==> src/rtl/psum_accumulator.sv <==
// Output-stationary accumulator for the systolic array's bottom-row partial sums.
// Sums a programmable number of passes per lane and hands the vector to writeback.
module psum_accumulator #(
    parameter int WIDTH  = 16,
    parameter int COLS   = 4,
    parameter int PASS_W = 5
) (
    input  logic                    clk,
    input  logic                    arst_n_in,
    input  logic                    start,
    input  logic [PASS_W-1:0]       num_passes,
    input  logic [COLS*WIDTH-1:0]   psum_in,
    input  logic                    psum_valid,
    output logic [COLS*WIDTH-1:0]   acc_out,
    output logic                    out_valid,
    input  logic                    out_ready,
    output logic                    busy,
    output logic                    drop_err
);

    typedef enum logic [1:0] {
        IDLE  = 2'd0,
        ACCUM = 2'd1,
        HOLD  = 2'd2
    } state_t;

    state_t            state_q;
    logic [PASS_W-1:0] cnt_q;
    logic [PASS_W-1:0] tgt_q;
    logic [WIDTH-1:0]  lane_q [COLS];
    logic              out_valid_q;
    logic              busy_q;
    logic              drop_err_q;
    logic              last_pass;

    // Target is never 0, so cnt_q+1 cannot wrap before matching it.
    assign last_pass = ((cnt_q + PASS_W'(1)) == tgt_q);

    always_ff @(posedge clk or negedge arst_n_in) begin
        if (!arst_n_in) begin
            state_q     <= IDLE;
            cnt_q       <= '0;
            tgt_q       <= '0;
            out_valid_q <= 1'b0;
            busy_q      <= 1'b0;
            drop_err_q  <= 1'b0;
            for (int c = 0; c < COLS; c++) begin
                lane_q[c] <= '0;
            end
        end else begin
            unique case (state_q)
                IDLE: begin
                    if (start) begin
                        tgt_q      <= (num_passes == '0) ? PASS_W'(1) : num_passes;
                        cnt_q      <= '0;
                        drop_err_q <= 1'b0;
                        busy_q     <= 1'b1;
                        state_q    <= ACCUM;
                        for (int c = 0; c < COLS; c++) begin
                            lane_q[c] <= '0;
                        end
                    end else if (psum_valid) begin
                        drop_err_q <= 1'b1;
                    end
                end
                ACCUM: begin
                    if (psum_valid) begin
                        for (int c = 0; c < COLS; c++) begin
                            lane_q[c] <= lane_q[c] + psum_in[c*WIDTH +: WIDTH];
                        end
                        cnt_q <= cnt_q + PASS_W'(1);
                        if (last_pass) begin
                            state_q     <= HOLD;
                            out_valid_q <= 1'b1;
                        end
                    end
                end
                HOLD: begin
                    if (psum_valid) begin
                        drop_err_q <= 1'b1;
                    end
                    if (out_ready) begin
                        state_q     <= IDLE;
                        out_valid_q <= 1'b0;
                        busy_q      <= 1'b0;
                    end
                end
                default: begin
                    state_q     <= IDLE;
                    out_valid_q <= 1'b0;
                    busy_q      <= 1'b0;
                end
            endcase
        end
    end

    for (genvar g = 0; g < COLS; g++) begin : g_pack
        assign acc_out[g*WIDTH +: WIDTH] = lane_q[g];
    end

    assign out_valid = out_valid_q;
    assign busy      = busy_q;
    assign drop_err  = drop_err_q;

endmodule

==> config.mk <==
export PLATFORM = sky130hd
export DESIGN_NAME = psum_accumulator
export DESIGN_NICKNAME = d
export VERILOG_FILES = /design/src/rtl/psum_accumulator.sv
export SDC_FILE = /design/constraint.sdc
export NUM_CORES = 1
export LEC_CHECK = 0
export BUFFER_PORTS_ARGS = -buffer_cell sky130_fd_sc_hd__buf_2
export CORE_UTILIZATION = 29
export DETAILED_ROUTE_END_ITERATION = 10
export PLACE_DENSITY = 0.58
export SYNTH_ARGS = -nofsm -noshare
export SYNTH_HDL_FRONTEND = slang
export SYNTH_SLANG_ARGS = --single-unit
==> constraint.sdc <==
create_clock -name clk -period 3.15 [get_ports clk]
set_input_delay 0.4725 -clock clk [delete_from_list [all_inputs] [get_ports clk]]
set_output_delay 0.4725 -clock clk [all_outputs]
set_load 0.005 [all_outputs]
=== Yosys cells after proc, flatten, opt, wreduce, memory -nomap -nowiden ===
Cells that the tools add are included.

* Logic and storage cells: 54
* Bits in latches: 0
* ROM bits: 0
* Memory bits (writable): 0
* Bits of input ports: 74
* Flip-flop bits (word level): 79
* Memories: 0
* Output and inout bits: 67

* Multipliers: 0
* $lt $le $gt $ge: 0
* Reduce and logical (&&, ||, !) cells: 9
* Shift operators: 0
* Bitwise operators: 2
* Divide/modulo/power cells: 0
* Mux-type cells: 21
* Add/subtract/negate cells: 5
* Eq/ne operators: 7

{| class="wikitable"
|+ Operators with widths
! cell !! number
|-
| 2-to-1 mux 64 bit || 2
|-
| case mux 64 bit (2 select lines) || 1
|-
| adder 16 bit || 4
|-
| 2-to-1 mux 5 bit || 3
|-
| case mux 5 bit (2 select lines) || 1
|-
| 2-to-1 mux 2 bit || 4
|-
| inequality test 2 bit, second input constant || 4
|-
| AND reduction 4 bit || 2
|-
| 2-to-1 mux 1 bit || 6
|-
| case mux 1 bit (3 select lines) || 2
|-
| case mux 2 bit (3 select lines) || 1
|-
| AND reduction 3 bit || 2
|-
| adder 5 x 1 -> 5 bit, second input constant || 1
|-
| equality test 5 bit || 1
|-
| zero test 5 bit || 1
|-
| nonzero test 2 bit || 2
|-
| equality test 2 x 1 -> 1 bit, second input constant || 1
|-
| equality test 2 bit, second input constant || 1
|-
| zero test 2 bit || 1
|-
| inverter 1 bit || 2
|-
| case mux 1 bit (2 select lines) || 1
|-
| AND reduction 2 bit || 1
|}

=== Logic depth before layout (Yosys ltp) ===
* Word-level depth: 5
* Depth in mapped cells: 9
* Mapped depth without buffers: 9

=== Worst setup path after synthesis ===
OpenSTA, ideal clock, no wires.

* Kind: input-to-reg
* From: input port psum_in[0]
* To: register lane_q (netlist bit acc_out[14])
* Stages on the path: 9
* Path slack: 0.752 ns
* Data required time: 3.028 ns
* Data arrival time: 2.277 ns
* Path buffers: 0
* Path through: ha_1 inv_1 fa_1 and2b_1 o31ai_4 a311o_2 a211oi_2 o21ai_0 a32o_1

* Word-level cells in the longest chain between the ends: 3

{| class="wikitable"
|+ RTL lines
! item !! line !! source
|-
| start, declared || 12 || <nowiki>input logic [COLS*WIDTH-1:0] psum_in,</nowiki>
|-
| adder 16 bit || 69 || <nowiki>lane_q[c] <= lane_q[c] + psum_in[c*WIDTH +: WIDTH];</nowiki>
|-
| 2-to-1 mux 64 bit || 67 || <nowiki>if (psum_valid) begin</nowiki>
|-
| case mux 64 bit (2 select lines) || 51 || <nowiki>unique case (state_q)</nowiki>
|-
| end signal, assigned by index || 69 ||
|-
| end, declared || 30 || <nowiki>logic [WIDTH-1:0] lane_q [COLS];</nowiki>
|}

Every way passes these cells. The select of a mux whose other input is x is not followed.
A chain may end at the register's enable or synchronous reset.

=== Worst setup path after layout ===
* From: register lane_q (netlist bit acc_out[0])
* To: register lane_q (netlist bit acc_out[14])

* Word-level cells in the longest chain between the ends: 3

{| class="wikitable"
|+ RTL lines
! item !! line
|-
| adder 16 bit || 69
|-
| 2-to-1 mux 64 bit || 67
|-
| case mux 64 bit (2 select lines) || 51
|}

Every way passes these cells. The select of a mux whose other input is x is not followed.

==> results_dict.tcl <==
set metrics [dict create \
    rsz0062_at_grt "false" \
    p_leak_nw 3.45 \
    hold_viol_final 0 \
    coreArea_um2 20200 \
    cp.depth 9 \
    hold_path_class "in2async" \
    tightest_slew_ns 0.622 \
    use_met2 0.242 \
    cts_htree_levels 3 \
    cts_root_buf "clkbuf_16" \
    grt_max_degree 43 \
    status "finished clean" \
    synth_xor_xnor_area_share 0.0646 \
    crit_chain "ha_1, inv_1, fa_1, and2b_1, o31ai_4, a311o_2, a211oi_2, o21ai_0, a32o_1" \
    fill_cells 2155 \
    fin_setup_tns_ns 0 \
    grt.busiest_layer "met2" \
    ys_seq_area_frac 0.332 \
    cts_setup_buffers 0 \
    cts_tree "done" \
    use_met1 0.223 \
    synth_top_family_by_area "compound AO/OA/AOI/OAI gates" \
    syn_avg_cell_area_um2 9.01 \
    multiInputGateArea_um2 3810 \
    wl_per_cell_um 15.0 \
    async_flop_share 1.00 \
    synth_mux_area_frac 0 \
    synth.area.top_cells "dfrtp_1, ha_1, nand2_1, o21ai_0, xor2_1" \
    die_w_um 145 \
    dp_hpwl_um 12100 \
    drive_gt1_frac 0.229 \
    grt_pass1_vias 5229 \
    clk_latency_ns 0.35 \
    critical-path-slowest-cell "a311o_2" \
    critPathBufInv 1 \
    synth_simple_gate_area_share 0.164 \
    required_ns 3.38 \
    synth_cell_types 63 \
    core.rowCount 52 \
    r2r_end "acc_out[14]" \
    gp_congestion 0.893 \
    skew_ns 0.00966 \
    ys_warn_count 0 \
    area_growth_pct 22.2 \
    synthFlopType "dfrtp_1" \
    reg2reg_from "acc_out[0]" \
    fmax_mhz 406 \
    drv_cap 0 \
    start_util 0.296 \
    clkSlewWorstSetupHoldPaths_ns 0.06 \
    overflow 0 \
    max_slew_margin 0.585 \
    synth_compound_area_frac 0.270 \
    drt-initial-drc-count 225 \
    path_delay_family "compound AO/OA/AOI/OAI gates" \
    reg2reg_depth 9 \
    synthCells 662 \
    final_util 0.361 \
    drc 0 \
    io-pin-count 141 \
    fin_area_um2 7290 \
    seqCellArea_um2 1980 \
    drt.antenna.violating_nets 0 \
    cp-end-kind "flop" \
    synth-adder-area-share 0.141 \
    fin_nets 940 \
    vias_per_cell 5.03 \
    numCtsBuffers 9 \
    vias 5410 \
    cts_hold_buf 0 \
    path_class "reg2reg" \
    slowest_delay_ns 0.41 \
    clock_path_buffers 2 \
    netlist_area_um2 5960 \
    setup_violations 0 \
    firstDrtPassIters 4 \
    place.port_buffers 140 \
    wl_um 16100 \
    worstPathArrival_ns 2.69 \
    fp.dieH_um 145 \
    rrSetupSlack_ns 0.69 \
    synth_top_area_cell "dfrtp_1" \
    period_needed_ns 2.46 \
    cts_sinks 79 \
    synth-seq-cells 79 \
    power_density_nw_per_um2 1000 \
    grt_pass1_wl_um 26600 \
    yosysTopAreaCellShare 0.332 \
    grtUsageTotal 0.158 \
    placed_area_um2 7010 \
    critPathLaunchType "flop" \
    globalRouteMet3Util 0.0251 \
    ir_drop_v 0.000310 \
    critical_path_peak_fanout 4 \
    slew_viol_final 0 \
    antenna_found_initial 1 \
    post_cts_resized 0 \
    synth_fp_nets 801 \
    holdWs_ns 0.103 \
    synth_edf_count 0 \
    dieArea_um2 21100 \
    startpoint "acc_out[0]" \
    fin_crit_sh 0.782 \
]
[synthesized netlist by cell type, drive strengths merged (11+ instances only)]
cell type  instances
nand3             11
a32o              11
o21ai             71
a21oi             40
xnor2             20
a21o              21
xor2              24
a211oi            13
inv               26
nor2              26
dfrtp             79
nand2            104
nand4             12
nor2b             12
o211ai            11
ha                61
[area by class of cell]
class	count	share of cell area
Sequential cell	79	0.271
Clock inverter	3	0.00257
Timing Repair Buffer	146	0.108
Multi-Input combinational cell	539	0.523
Tap cell	270	0.0463
Antenna cell	1	0.000343
Clock buffer	12	0.0352
Inverter	26	0.0134
[placed cells by master, fill, tap and decap left out, drive strengths merged, types with 12 or more instances in the layout]
| master | instances |
|---|---|
| buf | 146 |
| nand2 | 104 |
| dfrtp | 79 |
| o21ai | 71 |
| ha | 61 |
| a21oi | 40 |
| inv | 26 |
| nor2 | 26 |
| xor2 | 24 |
| a21o | 21 |
| xnor2 | 20 |
| a211oi | 13 |
| nand4 | 12 |
| nor2b | 12 |
| clkbuf | 12 |
[how the worst max path moves through the flow]
stage,to,slack [ns]
4_1_cts,acc_out[14],0.67
6_report,acc_out[14],0.69
2_1_floorplan,acc_out[14],0.75
5_1_grt,acc_out[14],0.50
3_5_place_dp,acc_out[14],0.49
3_3_place_gp,acc_out[14],0.52
[where the power goes]
part	internal [mW]	leakage, nW	switching (mW)
clock network	0.572	0.138	0.439
registers	1.52	0.974	0.417
logic	1.98	2.34	2.37
total	4.07	3.45	3.22
[through the flow]
step | std cells | setup slack, ns | total power [mW]
CTS | 1075 | 0.670 | 7.37
detailed placement | 1060 | 0.490 | 6.31
floorplan | 662 | 0.752 | 5.03
finish | 1076 | 0.687 | 7.29
global route | 1076 | 0.495 | 8.03
global placement | 1060 | 0.518 | 6.27
[logic make-up after synthesis]
logic type      after synthesis
compound gates              226
xor+xnor                     44
fa+ha+maj                    65
buf+inv                      44
flops                        79
simple gates                204
[metal layers]
metal	vias to the layer above	routed length, um
li1	2722	-
met1	2550	8260
met2	123	7020
met3	15	623
met4	0	233
met5	-	0
[flip-flops by register name, summed over array words and instances, names as in the netlist]
signal and cells:
acc_out 64, busy 1, cnt_q 5, drop_err 1, out_valid 1, state_q 2, tgt_q 5
Power figures use the tool's default switching activity.
